--- src/rtl/dip_pkg.sv ---
// Shared constants for the binary dilation stage: pixel encodings, counter
// width and 3x3 tap indices (row-major, top-left = 0).
package dip_pkg;

  localparam int unsigned PIX_W = 16;
  localparam int unsigned CNT_W = 16;
  localparam int unsigned PIX_BIT = 15;
  localparam int unsigned TAP_N = 9;

  localparam logic [PIX_W-1:0] PIX_WHITE = 16'hFFFF;
  localparam logic [PIX_W-1:0] PIX_BLACK = 16'h0000;

  localparam int unsigned TAP_TL = 0;
  localparam int unsigned TAP_TM = 1;
  localparam int unsigned TAP_TR = 2;
  localparam int unsigned TAP_ML = 3;
  localparam int unsigned TAP_MM = 4;
  localparam int unsigned TAP_MR = 5;
  localparam int unsigned TAP_BL = 6;
  localparam int unsigned TAP_BM = 7;
  localparam int unsigned TAP_BR = 8;

endpackage

--- src/rtl/dip_dilation_if.sv ---
// Pixel stream in (from erosion) and dilated stream out (to the SDRAM write FIFO).
interface dip_dilation_if;
  import dip_pkg::*;

  logic             dip_en;
  logic [PIX_W-1:0] dip_data;
  logic             sdram_wr_en;
  logic [PIX_W-1:0] sdram_wr_data;

  modport master (output dip_en, dip_data, input sdram_wr_en, sdram_wr_data);
  modport slave  (input dip_en, dip_data, output sdram_wr_en, sdram_wr_data);
endinterface

--- src/rtl/dilation_window_3x3_1bit.sv ---
// Position counters, two 1-bit line buffers and a 3x3 shift window whose taps
// are masked at frame boundaries; centre is (row-1, col-1) of the accepted pixel.
module dilation_window_3x3_1bit
  import dip_pkg::*;
#(
  parameter logic [CNT_W-1:0] CNT_COL_MAX = 16'd1023,
  parameter logic [CNT_W-1:0] CNT_ROW_MAX = 16'd767
) (
  input  logic             clk,
  input  logic             rst,
  input  logic             i_en,
  input  logic             i_bit,
  output logic [TAP_N-1:0] o_taps_c,
  output logic             o_any_valid,
  output logic             o_data_en
);

  localparam int unsigned DEPTH = 32'(CNT_COL_MAX) + 1;
  localparam int unsigned AW    = (DEPTH > 1) ? $clog2(DEPTH) : 1;

  logic [CNT_W-1:0] r_cnt_col;
  logic [CNT_W-1:0] r_cnt_row;
  logic             r_lb1 [DEPTH];
  logic             r_lb2 [DEPTH];
  logic [AW-1:0]    w_addr;
  logic             w_lb1_rd;
  logic             w_lb2_rd;
  // Window rows: bit 2 = column c-2, bit 1 = c-1, bit 0 = c
  logic [2:0]       r_top;
  logic [2:0]       r_mid;
  logic [2:0]       r_bot;
  logic             r_mask_top;
  logic             r_mask_mid;
  logic             r_mask_left;
  logic             r_centre_ok;
  logic             r_data_en;
  logic [2:0]       w_col_ok;
  logic [2:0]       w_top;
  logic [2:0]       w_mid;
  logic [2:0]       w_bot;

  assign w_addr   = r_cnt_col[AW-1:0];
  assign w_lb1_rd = r_lb1[w_addr];
  assign w_lb2_rd = r_lb2[w_addr];

  always_ff @(posedge clk) begin
    if (rst) begin
      r_cnt_col <= '0;
      r_cnt_row <= '0;
    end else if (i_en) begin
      if (r_cnt_col == CNT_COL_MAX) begin
        r_cnt_col <= '0;
        r_cnt_row <= (r_cnt_row == CNT_ROW_MAX) ? '0 : r_cnt_row + CNT_W'(1);
      end else begin
        r_cnt_col <= r_cnt_col + CNT_W'(1);
      end
    end
  end

  // Line-buffer cascade; contents are never cleared, stale rows are masked instead
  always_ff @(posedge clk) begin
    if (i_en) begin
      r_lb1[w_addr] <= i_bit;
      r_lb2[w_addr] <= w_lb1_rd;
    end
  end

  always_ff @(posedge clk) begin
    if (rst) begin
      r_top       <= '0;
      r_mid       <= '0;
      r_bot       <= '0;
      r_mask_top  <= 1'b0;
      r_mask_mid  <= 1'b0;
      r_mask_left <= 1'b0;
      r_centre_ok <= 1'b0;
      r_data_en   <= 1'b0;
    end else begin
      r_data_en <= i_en;
      if (i_en) begin
        r_top       <= {r_top[1:0], w_lb2_rd};
        r_mid       <= {r_mid[1:0], w_lb1_rd};
        r_bot       <= {r_bot[1:0], i_bit};
        r_mask_top  <= (r_cnt_row < CNT_W'(2));
        r_mask_mid  <= (r_cnt_row == '0);
        r_mask_left <= (r_cnt_col < CNT_W'(2));
        r_centre_ok <= (r_cnt_row != '0) && (r_cnt_col != '0);
      end
    end
  end

  always_comb begin
    w_col_ok = {~r_mask_left, 2'b11};
    w_top    = r_top & w_col_ok & {3{~r_mask_top}};
    w_mid    = r_mid & w_col_ok & {3{~r_mask_mid}};
    w_bot    = r_bot & w_col_ok;
    o_taps_c = '0;
    o_taps_c[TAP_TL] = w_top[2];
    o_taps_c[TAP_TM] = w_top[1];
    o_taps_c[TAP_TR] = w_top[0];
    o_taps_c[TAP_ML] = w_mid[2];
    o_taps_c[TAP_MM] = w_mid[1];
    o_taps_c[TAP_MR] = w_mid[0];
    o_taps_c[TAP_BL] = w_bot[2];
    o_taps_c[TAP_BM] = w_bot[1];
    o_taps_c[TAP_BR] = w_bot[0];
  end

  assign o_any_valid = r_centre_ok;
  assign o_data_en   = r_data_en;

endmodule

--- src/rtl/dip_dilation.sv ---
// Binary dilation (square 3x3, or 4-connected cross when DILATE_CROSS_EN is
// defined) on a 1-bit pixel stream; output valid is input valid delayed 2 clocks.
module dip_dilation
  import dip_pkg::*;
#(
  parameter logic [CNT_W-1:0] CNT_COL_MAX = 16'd1023,
  parameter logic [CNT_W-1:0] CNT_ROW_MAX = 16'd767
) (
  input  logic           clk,
  input  logic           rst,
  dip_dilation_if.slave  bus
);

  logic [TAP_N-1:0] w_taps;
  logic             w_any_valid;
  logic             w_data_en;
  logic             w_hit;
  logic             r_wr_en;
  logic [PIX_W-1:0] r_wr_data;

  dilation_window_3x3_1bit #(
    .CNT_COL_MAX (CNT_COL_MAX),
    .CNT_ROW_MAX (CNT_ROW_MAX)
  ) u_window (
    .clk         (clk),
    .rst         (rst),
    .i_en        (bus.dip_en),
    .i_bit       (bus.dip_data[PIX_BIT]),
    .o_taps_c    (w_taps),
    .o_any_valid (w_any_valid),
    .o_data_en   (w_data_en)
  );

`ifdef DILATE_CROSS_EN
  assign w_hit = w_any_valid & (w_taps[TAP_TM] | w_taps[TAP_ML] | w_taps[TAP_MM] |
                                w_taps[TAP_MR] | w_taps[TAP_BM]);
`else
  assign w_hit = w_any_valid & (|w_taps);
`endif

  // Second valid stage; data holds its last value between valid pixels
  always_ff @(posedge clk) begin
    if (rst) begin
      r_wr_en   <= 1'b0;
      r_wr_data <= PIX_BLACK;
    end else begin
      r_wr_en <= w_data_en;
      if (w_data_en) begin
        r_wr_data <= w_hit ? PIX_WHITE : PIX_BLACK;
      end
    end
  end

  assign bus.sdram_wr_en   = r_wr_en;
  assign bus.sdram_wr_data = r_wr_data;

endmodule

--- src/flat_wrapper.sv ---
// flat-port wrapper written by rule: the top's interface ports become plain ports
module dip_dilation_flat import dip_pkg::*;
#(
  parameter logic [CNT_W-1:0] CNT_COL_MAX = 16'd1023,
  parameter logic [CNT_W-1:0] CNT_ROW_MAX = 16'd767
)
  (clk, rst, bus_dip_en, bus_dip_data, bus_sdram_wr_en, bus_sdram_wr_data);
  dip_dilation_if bus_i ();
  input  logic clk;
  input  logic rst;
  input wire logic [$bits(bus_i.dip_en)-1:0] bus_dip_en;
  input wire logic [$bits(bus_i.dip_data)-1:0] bus_dip_data;
  output wire logic [$bits(bus_i.sdram_wr_en)-1:0] bus_sdram_wr_en;
  output wire logic [$bits(bus_i.sdram_wr_data)-1:0] bus_sdram_wr_data;
  assign bus_i.dip_en = bus_dip_en;
  assign bus_i.dip_data = bus_dip_data;
  assign bus_sdram_wr_en = bus_i.sdram_wr_en;
  assign bus_sdram_wr_data = bus_i.sdram_wr_data;
  dip_dilation #(.CNT_COL_MAX(CNT_COL_MAX), .CNT_ROW_MAX(CNT_ROW_MAX)) u_core (.clk(clk), .rst(rst), .bus(bus_i));
endmodule
--- config.mk ---
export PLATFORM = sky130hd
export DESIGN_NAME = dip_dilation_flat
export DESIGN_NICKNAME = d
export VERILOG_FILES = /design/src/rtl/dip_pkg.sv /design/src/rtl/dip_dilation_if.sv /design/src/rtl/dilation_window_3x3_1bit.sv /design/src/rtl/dip_dilation.sv /design/src/flat_wrapper.sv
export SDC_FILE = /design/constraint.sdc
export NUM_CORES = 2
export LEC_CHECK = 0
export ABC_CLOCK_PERIOD_IN_PS = 46600
export CORE_AREA = 2 2 443 489
export CTS_BUF_LIST = sky130_fd_sc_hd__clkbuf_8
export DETAILED_ROUTE_END_ITERATION = 12
export DIE_AREA = 0 0 445 491
export GPL_ROUTABILITY_DRIVEN = 0
export SETUP_SLACK_MARGIN = 0.1
export SLEW_MARGIN = 10
export SYNTH_ARGS = -nofsm -noshare
export SYNTH_HDL_FRONTEND = slang
export SYNTH_SLANG_ARGS = --single-unit
--- constraint.sdc ---
create_clock -name clk -period 46.6 [get_ports clk]
set_input_delay 6.99 -clock clk [delete_from_list [all_inputs] [get_ports clk]]
set_output_delay 6.99 -clock clk [all_outputs]
set_load 0.03 [all_outputs]
==> flow_metrics.env <==
export IMPL_status="complete, but fails checks"
export IMPL_violations="design-rule violations"
export IMPL_cts_max_path_buffers=4
export IMPL_vias=47200
export IMPL_synthesis_area_mm2=0.0850
export IMPL_rows=178
export IMPL_grt_pass1_wl_mm=346
export IMPL_rsz0062_at_grt="no"
export IMPL_grt_max_degree=261
export IMPL_min_path_type="reg -> reg"
export IMPL_cts_tree="done"
export IMPL_seq_area_frac_synth_pct=73.7
export IMPL_layout_drive_gt1_share_pct=20.8
export IMPL_wl_per_cell_um=30.8
export IMPL_htreeDepth=5
export IMPL_synth_largest_area_cell="edfxtp_1"
export IMPL_initial_utilization_pct=39.8
export IMPL_hold_viol_final=0
export IMPL_synth_simple_gate_area_share_pct=6.73
export IMPL_vdd_drop_max_mv=0.0348
export IMPL_drcViolationCount=2
export IMPL_synthDistinctLibCells=60
export IMPL_cts_resized=0
export IMPL_synth_edf_count=2048
export IMPL_synthArstFlopShare_pct=0
export IMPL_critPathMaxStageDelay_ps=850
export IMPL_clk_latency_ps=1080
export IMPL_design_area_mm2=0.0939
export IMPL_finClkSkew_ps=90.8
export IMPL_ys_warn_count=0
export IMPL_synth_xor_area_share_pct=0.258
export IMPL_dieArea_mm2=0.218
export IMPL_synth_area_leaders="edfxtp_1 72%, mux4_2 13%, nor2_1 4.8%, a22oi_1 1.5%, dfxtp_1 1.4%"
export IMPL_cts_setup_buffers=0
export IMPL_drv_slew=0
export IMPL_yosysMostFrequentCell="edfxtp_1"
export IMPL_grt_pass1_vias=47200
export IMPL_port_buffers=20
export IMPL_drt_first_pass_iters=11
export IMPL_nets=4938
export IMPL_max_slew_margin_pct=2.75
export IMPL_yosys_top_cells_count="2048 x edfxtp_1, 1087 x nor2_1, 497 x mux4_2, 251 x clkbuf_1, 165 x a22oi_1"
export IMPL_syn_inst=4855
export IMPL_syn2layout_area_growth_pct=10.4
export IMPL_crit_type="in -> reg"
export IMPL_synthMuxAreaShare_pct=14.2
export IMPL_yosysTopAreaCellShare_pct=72.3
export IMPL_max_freq_mhz=100
export IMPL_die_w_um=445
export IMPL_synth_seq_cells=2106
export IMPL_tns_ps=0
export IMPL_critPathLaunchType="input port"
export IMPL_cp_num_buf_inv=2
export IMPL_avgSynthCellArea_um2=17.5
export IMPL_min_delay_start="u_core.u_window.r_mask_mid$_SDFFE_PP0P_"
export IMPL_setup_worst_path_start="bus_dip_en"
export IMPL_hpwl_mm=129
export IMPL_clock_sinks=2106
export IMPL_gr_total_overflow=0
export IMPL_hold_buffers=0
export IMPL_worst_pin_slew_ps=1460
export IMPL_antenna_found_initial=8
export IMPL_worstPathMaxFanout=22
export IMPL_min_period_over_period_pct=21.4
export IMPL_routed_wl_mm=245
export IMPL_cp_required_ps=47600
export IMPL_cpMostUsedCell="or3_1"
export IMPL_leakagePower_nw=28.0
export IMPL_cts_buffers=343
export IMPL_cts_root_buf="clkbuf_8"
export IMPL_period_needed_ps=9960
export IMPL_routed_via_density=5.95
export IMPL_synth_compound_area_share_pct=2.72
export IMPL_synth_top_family_by_area="multiplexers"
export IMPL_die_y_um=491
export IMPL_drt_antenna_violating_nets=0
export IMPL_max_cap_violations=0
export IMPL_synth_fa_ha_area_share_pct=0.0883
export IMPL_drt_iter0_markers=6546
export IMPL_track_usage_pct=22.1
export IMPL_crit_family="simple AND/OR/NAND/NOR gates"
export IMPL_critPathCaptureType="flop"
export IMPL_power_density_mw_per_mm2=39.7
export IMPL_coreArea_mm2=0.213
export IMPL_syn_nets=4880
export IMPL_path_cells="clkdlybuf4s50_1, buf_4, and2_1, nand2_4, nor3_4, nand2_1, or3_1, or3_1, a21oi_1"
export IMPL_clk_pin_slew_ps=60
export IMPL_synth_ff_type="edfxtp_1"
export IMPL_setup_viol_count_final=0
export IMPL_placedInstanceArea_mm2=0.0879
export IMPL_cp_arrival_ps=10960
export IMPL_io_pins=36
export IMPL_critPathSlowestCell="and2_1"
[path summary, 6_finish.rpt]
| kind | to | slack [ps] | cells after the start |
|---|---|---|---|
| setup / recovery | u_core.u_window.r_cnt_row[14]$_SDFFE_PP0P_ | 36640 | 9 |
| hold / removal | u_core.u_window.r_mask_mid$_SDFFE_PP0P_ | 480 | 2 |
| setup reg to reg | u_core.u_window.r_lb2[503]$_DFFE_PP_ | 37850 | 12 |
| hold reg to reg | u_core.u_window.r_mask_mid$_SDFFE_PP0P_ | 480 | 2 |
[report_power, final]
group	leakage, nW	switching (mW)	internal, mW
clock	3.49	0.726	0.722
sequential	18.9	0.00589	2.11
combinational	5.62	0.113	0.0544
total	28.0	0.844	2.88
[registers in the layout (all words and copies together), names as in the netlist, named ones only]
name / cells
u_core.bus.sdram_wr_data: 1
u_core.bus.sdram_wr_en: 1
u_core.u_window.o_any_valid: 1
u_core.u_window.o_data_en: 1
u_core.u_window.r_bot: 3
u_core.u_window.r_cnt_col: 16
u_core.u_window.r_cnt_row: 16
u_core.u_window.r_lb1: 1024
u_core.u_window.r_lb2: 1024
u_core.u_window.r_mask_left: 1
u_core.u_window.r_mask_mid: 1
u_core.u_window.r_mask_top: 1
u_core.u_window.r_mid: 3
u_core.u_window.r_top: 3
[worst min-delay path: cells and delay by family (launching register included)]
kind / cells / cell delay, ps
simple gates: 2 / 120
flops: 1 / 310
[stage by stage]
stage                     std cells  util [%]  hold slack, ps  worst slack, ps  power [mW]
after global routing           7944      44.0             507            36580        3.84
final                          7946      44.0             483            36640        3.73
after floorplan                4855         -             451            29860        2.30
after detailed placement       7358      41.2             469            35640        2.32
after global placement         7358      41.2             478            35700        2.32
after CTS                      7942      44.0             483            36800        3.75
[layout by cell type (no fill, tap or decap), drive strengths merged, types with 19 or more instances in the layout]
cell type / instances
clkdlybuf4s50: 19
nor2b: 19
nor3: 19
nand3: 28
o22ai: 21
dfxtp: 58
mux4: 497
buf: 103
nor2: 1087
clkinv: 96
clkbuf: 357
nand2: 114
mux2i: 77
inv: 137
edfxtp: 2048
a22oi: 165
a21oi: 30
nand4: 51
[final cells by class]
type / count / area, µm²
fill: 18400 / 119000
sequential: 2106 / 62700
multi-input combinational: 2324 / 20600
clock buffer: 357 / 4910
tap: 2790 / 3490
timing repair buffer: 122 / 1070
clock inverter: 227 / 1010
inverter: 16 / 60.1
antenna: 4 / 10.0
[cell families (layout without fill, tap and decap cells)]
kind of cell / count (synthesis) / in the layout
DFF: 2106 / 2106
and+or+nand+nor: 1392 / 1392
muxes: 582 / 582
buffers and inverters: 425 / 722
AOI/OAI and AO/OA: 319 / 319
xor gates and xnor gates: 25 / 25
adders and majority gates: 6 / 6
other: 0 / 4
[metal layers]
layer	GRT usage, %	vias up	routed length [µm]
met5	0	-	13
met2	35.4	2534	118000
met4	7.36	2	8070
met3	4.31	424	21800
met1	30.5	25100	97500
li1	-	19200	-
Note: power is estimated with default switching activity, not from simulation.
